### src/rtl/note_player_pkg.sv
// Shared constants for the multi-channel note player: default widths,
// ROM segment map and the update-pass state encoding.
// No logic; imported by the core.
package note_player_pkg;

    // Default geometry of the player.
    localparam int NP_NUM_CHANNELS = 4;
    localparam int NP_PITCH_W      = 6;
    localparam int NP_DUR_W        = 5;
    localparam int NP_INSTR_W      = 4;
    localparam int NP_ENV_STEPS_W  = 3;
    localparam int NP_ENV_W        = 9;
    localparam int NP_ROM_AW       = 8;
    localparam int NP_ROM_DW       = 16;

    // ROM map: MSB selects the segment, the phase segment keeps the hi/lo
    // halves of the increment in adjacent words.
    localparam logic ROM_SEG_PHASE = 1'b0;
    localparam logic ROM_SEG_ENV   = 1'b1;
    localparam logic PHASE_HALF_HI = 1'b0;
    localparam logic PHASE_HALF_LO = 1'b1;

    // Update pass: one HI/LO/ENV/OUT round per channel.
    typedef enum logic [2:0] {
        ST_IDLE,
        ST_HI,
        ST_LO,
        ST_ENV,
        ST_OUT
    } state_e;

endpackage

### src/rtl/note_player_multi.sv
// Purpose: per-channel note state plus a frame pass that looks up phase/envelope in a shared ROM.
// Latency: first o_valid 4 cycles after i_frame_stb, then one result per 4 cycles (4*NUM_CHANNELS pass).
// Backpressure: none; a frame strobe arriving mid-pass is dropped and flagged on o_overrun.
module note_player_multi
    import note_player_pkg::*;
#(
    parameter int NUM_CHANNELS = NP_NUM_CHANNELS,
    parameter int PITCH_W      = NP_PITCH_W,
    parameter int DUR_W        = NP_DUR_W,
    parameter int INSTR_W      = NP_INSTR_W,
    parameter int ENV_STEPS_W  = NP_ENV_STEPS_W,
    parameter int ENV_W        = NP_ENV_W,
    parameter int ROM_AW       = NP_ROM_AW,
    parameter int ROM_DW       = NP_ROM_DW
) (
    input  logic                            i_clk,
    input  logic                            i_rst_n,
    input  logic                            i_frame_stb,
    input  logic                            i_note_stb,
    input  logic                            i_load,
    input  logic [$clog2(NUM_CHANNELS)-1:0] i_chan,
    input  logic [PITCH_W-1:0]              i_pitch,
    input  logic [DUR_W-1:0]                i_duration,
    input  logic [INSTR_W-1:0]              i_instrument,
    output logic                            o_valid,
    output logic [$clog2(NUM_CHANNELS)-1:0] o_chan,
    output logic [2*ROM_DW-1:0]             o_phase_delta,
    output logic [ENV_W-1:0]                o_envelope,
    output logic [NUM_CHANNELS-1:0]         o_done,
    output logic                            o_busy,
    output logic                            o_overrun,
    output logic [ROM_AW-1:0]               o_rom_addr,
    input  logic [ROM_DW-1:0]               i_rom_data
);

    localparam int CW = $clog2(NUM_CHANNELS);
    localparam logic [ENV_STEPS_W-1:0] STEP_MAX = '1;

    state_e                                     state_q, state_d;
    logic [CW-1:0]                              chan_q, chan_d;

    logic [NUM_CHANNELS-1:0][PITCH_W-1:0]       pitch_q;
    logic [NUM_CHANNELS-1:0][INSTR_W-1:0]       instr_q;
    logic [NUM_CHANNELS-1:0][DUR_W-1:0]         dur_q;
    logic [NUM_CHANNELS-1:0][ENV_STEPS_W-1:0]   step_q;
    logic [NUM_CHANNELS-1:0]                    act_q;

    logic [NUM_CHANNELS-1:0]                    load_hit, done_d, step_inc;

    logic [PITCH_W-1:0]                         snap_pitch_q;
    logic [INSTR_W-1:0]                         snap_instr_q;
    logic [ENV_STEPS_W-1:0]                     snap_step_q;
    logic                                       snap_act_q;
    logic [ROM_DW-1:0]                          hi_q, lo_q;

    logic [ROM_AW-1:0]                          rom_addr_d, rom_addr_q;
    logic                                       valid_q, busy_q, overrun_q;
    logic [CW-1:0]                              out_chan_q;
    logic [2*ROM_DW-1:0]                        phase_q;
    logic [ENV_W-1:0]                           env_q;
    logic [NUM_CHANNELS-1:0]                    done_q;

    // Pass sequencing: four one-cycle states per channel, channel 0 first.
    always_comb begin
        state_d = state_q;
        chan_d  = chan_q;
        case (state_q)
            ST_IDLE: begin
                if (i_frame_stb) begin
                    state_d = ST_HI;
                    chan_d  = '0;
                end
            end
            ST_HI:  state_d = ST_LO;
            ST_LO:  state_d = ST_ENV;
            ST_ENV: state_d = ST_OUT;
            ST_OUT: begin
                if (chan_q == CW'(NUM_CHANNELS - 1)) begin
                    state_d = ST_IDLE;
                    chan_d  = '0;
                end else begin
                    state_d = ST_HI;
                    chan_d  = chan_q + CW'(1);
                end
            end
            default: state_d = ST_IDLE;
        endcase
    end

    // ROM address is registered on entry to each state so the data lands in the following state.
    always_comb begin
        rom_addr_d = '0;
        case (state_d)
            ST_HI:   rom_addr_d = ROM_AW'({ROM_SEG_PHASE, pitch_q[chan_d], PHASE_HALF_HI});
            ST_LO:   rom_addr_d = ROM_AW'({ROM_SEG_PHASE, snap_pitch_q, PHASE_HALF_LO});
            ST_ENV:  rom_addr_d = ROM_AW'({ROM_SEG_ENV, snap_instr_q, snap_step_q});
            default: rom_addr_d = '0;
        endcase
    end

    // Per-channel decode: a load on the same channel overrides tick and envelope advance.
    always_comb begin
        load_hit = '0;
        done_d   = '0;
        step_inc = '0;
        for (int c = 0; c < NUM_CHANNELS; c++) begin
            load_hit[c] = i_load && (i_chan == CW'(c));
            done_d[c]   = i_note_stb && act_q[c] && (dur_q[c] == '0) && !load_hit[c];
            step_inc[c] = (state_q == ST_OUT) && (chan_q == CW'(c)) && snap_act_q
                          && act_q[c] && (step_q[c] != STEP_MAX);
        end
    end

    // FSM state and channel pointer.
    always_ff @(posedge i_clk or negedge i_rst_n) begin
        if (!i_rst_n) begin
            state_q <= ST_IDLE;
            chan_q  <= '0;
        end else begin
            state_q <= state_d;
            chan_q  <= chan_d;
        end
    end

    // Channel registers: load, duration countdown, envelope step advance.
    always_ff @(posedge i_clk or negedge i_rst_n) begin
        if (!i_rst_n) begin
            pitch_q <= '0;
            instr_q <= '0;
            dur_q   <= '0;
            step_q  <= '0;
            act_q   <= '0;
        end else begin
            for (int c = 0; c < NUM_CHANNELS; c++) begin
                if (load_hit[c]) begin
                    pitch_q[c] <= i_pitch;
                    instr_q[c] <= i_instrument;
                    dur_q[c]   <= i_duration;
                    step_q[c]  <= '0;
                    act_q[c]   <= 1'b1;
                end else begin
                    if (i_note_stb && act_q[c]) begin
                        if (dur_q[c] == '0) begin
                            act_q[c] <= 1'b0;
                        end else begin
                            dur_q[c] <= dur_q[c] - DUR_W'(1);
                        end
                    end
                    if (step_inc[c]) begin
                        step_q[c] <= step_q[c] + ENV_STEPS_W'(1);
                    end
                end
            end
        end
    end

    // Snapshot on entry to HI, then capture the hi/lo ROM words as they arrive.
    always_ff @(posedge i_clk or negedge i_rst_n) begin
        if (!i_rst_n) begin
            snap_pitch_q <= '0;
            snap_instr_q <= '0;
            snap_step_q  <= '0;
            snap_act_q   <= 1'b0;
            hi_q         <= '0;
            lo_q         <= '0;
        end else begin
            if (state_d == ST_HI) begin
                snap_pitch_q <= pitch_q[chan_d];
                snap_instr_q <= instr_q[chan_d];
                snap_step_q  <= step_q[chan_d];
                snap_act_q   <= act_q[chan_d];
            end
            if (state_q == ST_LO) begin
                hi_q <= i_rom_data;
            end
            if (state_q == ST_ENV) begin
                lo_q <= i_rom_data;
            end
        end
    end

    // Registered outputs; the envelope word is taken straight from the ROM at the end of OUT.
    always_ff @(posedge i_clk or negedge i_rst_n) begin
        if (!i_rst_n) begin
            valid_q    <= 1'b0;
            out_chan_q <= '0;
            phase_q    <= '0;
            env_q      <= '0;
            done_q     <= '0;
            busy_q     <= 1'b0;
            overrun_q  <= 1'b0;
            rom_addr_q <= '0;
        end else begin
            valid_q    <= (state_q == ST_OUT);
            done_q     <= done_d;
            busy_q     <= (state_d != ST_IDLE);
            overrun_q  <= i_frame_stb && (state_q != ST_IDLE);
            rom_addr_q <= rom_addr_d;
            if (state_q == ST_OUT) begin
                out_chan_q <= chan_q;
                phase_q    <= snap_act_q ? {hi_q, lo_q} : '0;
                env_q      <= snap_act_q ? i_rom_data[ENV_W-1:0] : '0;
            end
        end
    end

    assign o_valid       = valid_q;
    assign o_chan        = out_chan_q;
    assign o_phase_delta = phase_q;
    assign o_envelope    = env_q;
    assign o_done        = done_q;
    assign o_busy        = busy_q;
    assign o_overrun     = overrun_q;
    assign o_rom_addr    = rom_addr_q;

endmodule

### config.mk
export PLATFORM = sky130hd
export DESIGN_NAME = note_player_multi
export DESIGN_NICKNAME = d
export VERILOG_FILES = /design/src/rtl/note_player_pkg.sv /design/src/rtl/note_player_multi.sv
export SDC_FILE = /design/constraint.sdc
export NUM_CORES = 1
export LEC_CHECK = 0
export CORE_AREA = 2 2 124 126
export DETAILED_ROUTE_END_ITERATION = 8
export DIE_AREA = 0 0 126 128
export GPL_TIMING_DRIVEN = 0
export MAX_ROUTING_LAYER = met4
export PLACE_DENSITY = 0.89
export SYNTH_ARGS = -nofsm -noshare
export SYNTH_HDL_FRONTEND = slang
export SYNTH_SLANG_ARGS = --single-unit
### constraint.sdc
create_clock -name i_clk -period 2.2 [get_ports i_clk]
set_input_delay 0.33 -clock i_clk [delete_from_list [all_inputs] [get_ports i_clk]]
set_output_delay 0.33 -clock i_clk [all_outputs]
set_load 0.01 [all_outputs]
==> results by group, run 1 <==
Run status
  • Status: finished clean

STA
  • Fin crit period: 2.05 ns
  • Clock Skews: 0.0135 ns
  • Slew Limit Headroom: 0.582
  • Final period utilization: 0.933
  • Fin. Hold Viols: 0
  • Setup violations, final: 0
  • Fin. max-slew vios: 0
  • RSZ-0062 raised after global routing: false
  • Least-Margin Pin Slew: 0.627 ns
  • Highest Clock Rate: 487 MHz
  • Final setup margin: 0.148 ns

Global routing
  • First-pass GRT wire length: 32.0 mm
  • Tot GR Track Use: 0.261
  • Vias in the first global route: 6494
  • Largest net degree at the start of global routing: 126
  • Initial antenna violation count: 0
  • GR Overflow Total: 0

Floorplan
  • Row count: 45
  • Die height: 128 µm
  • Io pins: 96
  • Initial Utilization: 0.550
  • Die ar.: 16100 µm²
  • Die width: 126 µm
  • Core ar.: 14900 µm²

Detailed routing
  • Via count: 6366
  • DRC errors left: 0
  • Iteration-0 DRC Markers: 510
  • WL final: 19.5 mm
  • Number of vias per cell: 5.65
  • WL/cell: 17.3 µm
  • Routed Antenna Nets: 0
  • DR pass1 iterations: 7

CTS
  • CTS max path bufs: 2
  • Clock Tree Root: clkbuf_16
  • Worst-Skew Late Latency: 0.43 ns
  • Reg clk slew, reported paths: 0.07 ns
  • CTS Buf Count: 17
  • Setup Buffers After CTS: 0
  • Clock sink count: 185
  • CTS tree: built
  • H-tree lvl count: 4

Placement
  • Cell total after placement: 1096
  • Count of input and output buffers: 95
  • Pre-CTS WS: -0.0910 ns
  • DPL Wire Length: 13.4 mm
  • Final Wtd Congestion: 0.863

Synthesis
  • Synthesized area per cell: 10.1 µm²
  • Post-Synthesis Cells: 812
  • Syn nets: 870
  • Yosys warns: 0
  • Sequential element share of the synthesized area: 0.567
  • Post-synthesis async set-or-reset flop share: 1.00
  • Yosys cell types: 50
  • Top_reg_cell synth: dfrtp_1
  • #FFs+latches synth: 185
  • EDFF count, synth: 0
  • Post-synthesis cell area: 8170 µm²

Final layout
  • Area growth syn-to-layout: 22.5%
  • Commonest non-fill, non-tap cell in the layout: nand2_1
  • Final std cells w/o fill: 1127
  • Ratio of cells with drive above 1 in the final layout: 0.102
  • Net count, final: 985
  • Antenna Cells: 0
  • Most frequent cells in the layout: nand2_1, dfrtp_1, clkdlybuf4s50_1, o21ai_0

Power
  • Post-layout total power: 13.1 mW
  • Peak supply drop: 817 µV
  • Lkg Pwr: 4.59 nW
  • Pwr Density: 1310 nW/µm²

Critical path
  • Kind of critical path: flip-flop to flip-flop
  • Critical-path cell list: inv_1 -> ha_1 -> or4b_1 -> and3_1 -> buf_2 -> nand2_1 -> xor2_1 -> a21oi_1
  • Reg2Reg Depth: 8
  • Slowest Stage Delay on Critical Path: 0.48 ns
  • Worst setup SP type: flip-flop
  • Slowest CP cell: or4b_1
  • Reg2reg setup slack: 0.15 ns
  • Crit path required time: 2.49 ns
  • Critical path data arrival time: 2.34 ns
  • Worst Path Max Fanout: 6
  • R2R Path End: dur_q[13]
  • CP Capture Type: flip-flop
  • R2r startpoint: dur_q[10]

Job
  • MaxCap Viol Count: 0

Hold path
  • Worst hold path class: primary input to async pin
per-stage QoR:
step / hold WS [ns] / setup TNS [ns] / cell area, µm² / util
6_report: 0.409 / 0 / 10000 / 0.674
5_1_grt: 0.464 / 0 / 10000 / 0.674
4_1_cts: 0.416 / 0 / 10000 / 0.674
3_5_place_dp: 0.281 / -0.694 / 9390 / 0.632
3_3_place_gp: 0.453 / -1210.46 / 9360 / 0.629
2_1_floorplan: 0.0344 / 0 / 8170 / -
worst max path at each step:
stage | from | endpoint | slack, ns | depth (start not counted)
floorplan | dur_q[10] | dur_q[13] | 0.45 | 8
detailed placement | i_load | instr_q[1] | -0.09 | 4
CTS | chan_q[0] | snap_instr_q[1] | 0.11 | 6
global route | chan_q[0] | snap_instr_q[1] | 0.05 | 5
global placement | i_rst_n | pitch_q[15] | -6.56 | 1
finish | dur_q[10] | dur_q[13] | 0.15 | 8
critical path, delay by kind of cell (launching register included):
family | cells | cell delay, ns
AOI/OAI and AO/OA | 1 | 0.09
xor gates and xnor gates | 1 | 0.19
adders and majority gates | 1 | 0.17
buffers and inverters | 2 | 0.27
DFF | 1 | 0.40
and+or+nand+nor | 3 | 0.79
area by class of cell:
type	instances	area [µm²]
Fill cell	1085	4850
Sequential cell	185	4630
Multi-Input combinational cell	572	3310
Timing Repair Buffer	97	993
Clock buffer	19	443
Tap cell	188	235
Buffer	42	184
Clock inverter	12	173
Inverter	12	45.0
registers in the layout (all words and copies together) (netlist names):
register / count
o_rom_addr: 8
o_valid: 1
o_done: 4
o_envelope: 9
lo_q: 16
o_overrun: 1
o_busy: 1
o_phase_delta: 32
snap_pitch_q: 6
chan_q: 2
o_chan: 2
hi_q: 16
instr_q: 16
act_q: 4
snap_instr_q: 4
snap_act_q: 1
dur_q: 20
snap_step_q: 3
pitch_q: 24
step_q: 12
state_q: 3
where the power goes:
group / switching (mW) / total, mW / internal [mW]
registers: 0.795 / 5.39 / 4.60
clock network: 1.27 / 3.19 / 1.92
logic: 2.42 / 4.50 / 2.08
total: 4.48 / 13.1 / 8.60
kinds of logic (layout without fill, tap and decap cells):
group                      Yosys count  in the layout  share of synthesized area
AOI/OAI and AO/OA                  109            109                     0.0871
xor gates and xnor gates            20             20                     0.0214
adders and majority gates           20             20                     0.0306
buffers and inverters               55            182                     0.0283
DFF                                185            185                      0.567
muxes                               52             52                     0.0678
and+or+nand+nor                    371            371                      0.198
synthesized netlist by cell type, types with 2 or more instances:
| cell type | number | area [µm²] |
|---|---|---|
| a21boi_0 | 6 | 45.0 |
| a21o_1 | 3 | 22.5 |
| a21oi_1 | 5 | 25.0 |
| a22oi_1 | 6 | 45.0 |
| a31oi_1 | 6 | 37.5 |
| and3_1 | 8 | 50.1 |
| and4_1 | 6 | 52.6 |
| buf_2 | 8 | 40.0 |
| buf_4 | 2 | 15.0 |
| clkbuf_1 | 32 | 120 |
| dfrtp_1 | 185 | 4630 |
| ha_1 | 20 | 250 |
| inv_1 | 10 | 37.5 |
| mux2_2 | 27 | 304 |
| mux2i_1 | 25 | 250 |
| nand2_1 | 279 | 1050 |
| nand2_2 | 2 | 12.5 |
| nand2b_1 | 3 | 18.8 |
| nand3_1 | 10 | 50.1 |
| nand3b_1 | 3 | 22.5 |
| nor2_1 | 31 | 116 |
| nor2b_1 | 3 | 18.8 |
| nor3_1 | 7 | 35.0 |
| nor3_2 | 4 | 40.0 |
| o211ai_1 | 8 | 60.1 |
| o21ai_0 | 52 | 260 |
| o21ai_1 | 11 | 55.1 |
| o221ai_2 | 8 | 120 |
| or4b_1 | 3 | 30.0 |
| xnor2_1 | 9 | 78.8 |
| xor2_1 | 11 | 96.3 |
routing by layer:
metal / share of wire / track usage / up-vias
li1: - / - / 2929
met1: 0.40 / 0.309 / 3118
met2: 0.50 / 0.434 / 275
met3: 0.073 / 0.0618 / 44
met4: 0.023 / 0.104 / 0
met5: 0 / - / -
timing repair:
action	4_1_cts	5_1_grt
hold buffers	1	0
hold endpoints to repair	60	0
resized for setup	0	2
endpoints found under the setup margin	0	5
No activity file was read; power rests on OpenSTA's default activity.
==> run 2: changes to the inputs <==
SKIP_CTS_REPAIR_TIMING = 1   (was not set)
==> results by group, run 2 (synthesis results as in run 1) <==
STA
  • Fin. max-slew vios: 0
  • Slew Limit Headroom: 0.575
  • Final period utilization: 0.937
  • Highest Clock Rate: 485 MHz
  • Setup TNS: 0 ns
  • Least-Margin Pin Slew: 0.637 ns
  • Clock Skews: 0.0136 ns
  • RSZ-0062 raised after global routing: false
  • Setup violations, final: 0
  • Fin crit period: 2.06 ns
  • Fin. Hold Viols: 0

Global routing
  • Largest net degree at the start of global routing: 126
  • First-pass GRT wire length: 31.9 mm
  • Vias in the first global route: 6485
  • Tot GR Track Use: 0.261
  • GR Overflow Total: 0
  • Initial antenna violation count: 0

Power
  • Clk pwr share: 0.244
  • Gate power share: 0.344
  • Total net switching power: 4.49 mW
  • Sequential share of power: 0.412
  • Peak supply drop: 816 µV
  • Pwr Density: 1310 nW/µm²
  • Lkg Pwr: 4.59 nW
  • Net Sw Frac: 0.343
  • Post-layout total power: 13.1 mW
  • Internal power: 8.60 mW

CTS
  • CTS Buf Count: 17
  • H-tree lvl count: 4
  • Clock Tree Root: clkbuf_16
  • CTS tree: built
  • Worst-Skew Late Latency: 0.43 ns
  • CTS max path bufs: 2
  • Reg clk slew, reported paths: 0.06 ns
  • Clock sink count: 185

Critical path
  • Slowest Stage Delay on Critical Path: 0.48 ns
  • Worst Path Max Fanout: 6
  • Critical path data arrival time: 2.35 ns
  • CP top delay family: simple AND/OR/NAND/NOR gates
  • Worst Path Buf+Inv: 2
  • CP Capture Type: flip-flop
  • Slowest CP cell: or4b_1
  • Crit path required time: 2.49 ns
  • Critical-path cell list: inv_1 -> ha_1 -> or4b_1 -> and3_1 -> buf_2 -> nand2_1 -> xor2_1 -> a21oi_1
  • Worst setup SP type: flip-flop
  • Kind of critical path: flip-flop to flip-flop

Final layout
  • Antenna Cells: 0
  • Ratio of cells with drive above 1 in the final layout: 0.102
  • Net count, final: 985
  • Largest register FFs: 32
  • Area growth syn-to-layout: 22.5%
  • Most frequent cells in the layout: nand2_1, dfrtp_1, clkdlybuf4s50_1, o21ai_0
  • Commonest non-fill, non-tap cell in the layout: nand2_1

Detailed routing
  • Number of vias per cell: 5.66
  • Via count: 6379
  • WL final: 19.5 mm
  • Routed Antenna Nets: 0
  • DR pass1 iterations: 5
  • Iteration-0 DRC Markers: 471
  • DRC errors left: 0
  • WL/cell: 17.3 µm

Floorplan
  • Io pins: 96
  • Die ar.: 16100 µm²
  • Die height: 128 µm
  • Die width: 126 µm
  • Initial Utilization: 0.550
  • Row count: 45
  • Core ar.: 14900 µm²

Hold path
  • Worst hold path class: primary input to async pin

Placement
  • Final Wtd Congestion: 0.863
  • Count of input and output buffers: 95
  • DPL Wire Length: 13.4 mm

Run status
  • Status: finished clean

Job
  • MaxCap Viol Count: 0
==> run 2: cell counts in the layout (fill, tap and decap cells not counted) <==
No cell type changed its count.
==> run 2: cell type report <==
class / count / area (µm²)
buffer: 42 / 184
clock buffer: 19 / 443
clock inverter: 12 / 173
fill: 1085 / 4850
inverter: 12 / 45.0
multi-input combinational: 572 / 3310
sequential: 185 / 4630
tap: 188 / 235
timing repair buffer: 97 / 993
==> run 2: through the flow <==
step | hold slack (ns) | cell area [µm²] | worst slack (ns) | utilization | instances
floorplan | 0.0344 | 8170 | 0.450 | - | 812
global placement | 0.453 | 9360 | -6.56 | 0.629 | 1095
CTS | -0.185 | 10000 | 0.111 | 0.673 | 1127
global route | 0.464 | 10000 | 0.0479 | 0.674 | 1127
detailed placement | 0.281 | 9390 | -0.0910 | 0.632 | 1096
finish | 0.408 | 10000 | 0.139 | 0.674 | 1127
==> run 2: worst paths after layout <==
path	startpoint	to	slack, ns	depth (start not counted)
max in group asynchronous	i_rst_n	snap_pitch_q[1]	0.83	3
worst min-delay path	i_rst_n	o_phase_delta[0]	0.41	2
worst max register to register	dur_q[11]	dur_q[13]	0.14	8
worst max-delay path	dur_q[11]	dur_q[13]	0.14	8
worst min register to register	pitch_q[7]	pitch_q[7]	0.48	2
min in group i_clk	i_rom_data[11]	lo_q[11]	0.47	3
==> run 2: power by group through the flow <==
stage	clock network, mW	registers, mW	logic, mW
after floorplan	0	5.41	2.61
after CTS	3.23	5.38	4.50
after global routing	3.39	5.53	4.96
after global placement	0	5.37	4.20
after detailed placement	0	5.42	4.41
final	3.20	5.39	4.50
==> run 2: routing by layer <==
layer,GRT usage,share of wire,up-vias
met4,0.104,0.025,0
met5,-,0,-
met1,0.309,0.40,3125
met3,0.0622,0.072,48
met2,0.434,0.50,279
li1,-,-,2927
==> run 3: changes to the inputs <==
CELL_PAD_IN_SITES_DETAIL_PLACEMENT = 1   (was not set)
CELL_PAD_IN_SITES_GLOBAL_PLACEMENT = 1   (was not set)
CORE_AREA = 2 2 140 142   (was 2 2 124 126)
DIE_AREA = 0 0 142 144   (was 0 0 126 128)
PLACE_DENSITY = not set   (was 0.89)
PLACE_DENSITY_LB_ADDON = 0.1   (was not set)
==> results by group, run 3 (synthesis results as in run 1) <==
Critical path
  • Crit path required time: 2.48 ns
  • Critical path data arrival time: 2.35 ns
  • Kind of critical path: flip-flop to flip-flop
  • CP Capture Type: flip-flop
  • Slowest Stage Delay on Critical Path: 0.44 ns
  • R2r startpoint: chan_q[0]
  • Critical-path cell list: inv_1 -> ha_1 -> nand2_2 -> clkbuf_2 -> a21boi_0 -> o21ai_1 -> o211ai_1
  • Worst Path Max Fanout: 10
  • Worst setup SP type: flip-flop
  • Reg2Reg Depth: 7
  • Reg2reg setup slack: 0.13 ns
  • Slowest CP cell: dfrtp_2
  • R2R Path End: o_rom_addr[6]

Detailed routing
  • DR pass1 iterations: 4
  • WL/cell: 18.7 µm
  • Via count: 6224
  • Number of vias per cell: 5.28
  • WL final: 22.0 mm
  • Iteration-0 DRC Markers: 273
  • Routed Antenna Nets: 0
  • DRC errors left: 0

Floorplan
  • Core ar.: 19100 µm²
  • Die height: 144 µm
  • Die width: 142 µm
  • Die ar.: 20400 µm²
  • Io pins: 96
  • Initial Utilization: 0.428
  • Row count: 51

Global routing
  • First-pass GRT wire length: 35.7 mm
  • Largest net degree at the start of global routing: 112
  • Vias in the first global route: 6671
  • Tot GR Track Use: 0.234
  • Initial antenna violation count: 0
  • GR Overflow Total: 0

Power
  • Lkg Pwr: 4.60 nW
  • Post-layout total power: 13.2 mW
  • Peak supply drop: 642 µV
  • Pwr Density: 1310 nW/µm²

Placement
  • Final Wtd Congestion: 0.799
  • Count of input and output buffers: 95
  • DPL Wire Length: 15.7 mm

Final layout
  • Antenna Cells: 0
  • Final core utilization: 0.529
  • Layout fillers: 2077
  • Commonest non-fill, non-tap cell in the layout: nand2_1
  • Largest register FFs: 32
  • Ratio of cells with drive above 1 in the final layout: 0.105
  • Net count, final: 986
  • Most frequent cells in the layout: nand2_1, dfrtp_1, clkdlybuf4s50_1, o21ai_0, clkbuf_1
  • Area growth syn-to-layout: 23.5%

STA
  • Clock Skews: 0.0102 ns
  • Setup violations, final: 0
  • Final period utilization: 0.942
  • RSZ-0062 raised after global routing: false
  • Least-Margin Pin Slew: 0.736 ns
  • Slew Limit Headroom: 0.508
  • Setup TNS: 0 ns
  • Fin. Hold Viols: 0
  • Fin crit period: 2.07 ns
  • Highest Clock Rate: 483 MHz
  • Fin. max-slew vios: 0

CTS
  • CTS max path bufs: 2
  • Clock Tree Root: clkbuf_16
  • CTS Buf Count: 17
  • CTS tree: built
  • Clock sink count: 185
  • Reg clk slew, reported paths: 0.07 ns
  • H-tree lvl count: 4
  • Worst-Skew Late Latency: 0.44 ns

Run status
  • Status: finished clean

Job
  • MaxCap Viol Count: 0

Hold path
  • Worst hold path class: primary input to async pin
[run 3: report_power, final]
| part | internal, mW | switching, mW | total [mW] |
|---|---|---|---|
| Combinational | 2.08 | 2.47 | 4.56 |
| Clock | 1.87 | 1.36 | 3.22 |
| Sequential | 4.60 | 0.789 | 5.39 |
| Total | 8.55 | 4.62 | 13.2 |
[run 3: area by class of cell]
class	count	area [µm²]	area share
inverters	12	45.0	0.00446
clock inverters	12	161	0.0160
multi-input cells	572	3320	0.329
flip-flops and latches	185	4630	0.459
plain buffers	43	188	0.0186
well taps	238	298	0.0295
repair buffers	97	993	0.0985
clock buffers	20	457	0.0453
[run 3: worst max path at each step]
stage | slack, ns | cells after the start | end | startpoint
final | 0.13 | 7 | o_rom_addr[6] | chan_q[0]
after detailed placement | -0.25 | 4 | instr_q[0] | i_load
after CTS | -0.12 | 7 | o_rom_addr[6] | chan_q[0]
after global placement | -6.81 | 1 | pitch_q[3] | i_rst_n
after floorplan | 0.45 | 8 | dur_q[13] | dur_q[10]
after global routing | 0.01 | 8 | o_rom_addr[6] | state_q[1]
[run 3: critical path: cells and delay by family (launching register included)]
family | cells | cell delay [ns]
buf+inv | 2 | 0.39
simple gates | 1 | 0.24
compound gates | 3 | 0.52
fa+ha+maj | 1 | 0.32
flops | 1 | 0.44
[run 3: metal layers]
metal	vias to the layer above	share of wire	global-route usage
li1	2930	-	-
met2	103	0.53	0.429
met3	22	0.025	0.0344
met4	0	0.012	0.0595
met1	3169	0.43	0.272
met5	-	0	-
[run 3: stage by stage]
| step | hold slack (ns) | area, µm² | worst slack (ns) | cells |
|---|---|---|---|---|
| after detailed placement | 0.341 | 9450 | -0.251 | 1146 |
| after global routing | 0.475 | 10100 | 0.0131 | 1179 |
| after CTS | -0.131 | 10100 | -0.117 | 1178 |
| after global placement | 0.450 | 9420 | -6.81 | 1145 |
| after floorplan | 0.0344 | 8170 | 0.450 | 812 |
| final | 0.449 | 10100 | 0.128 | 1179 |
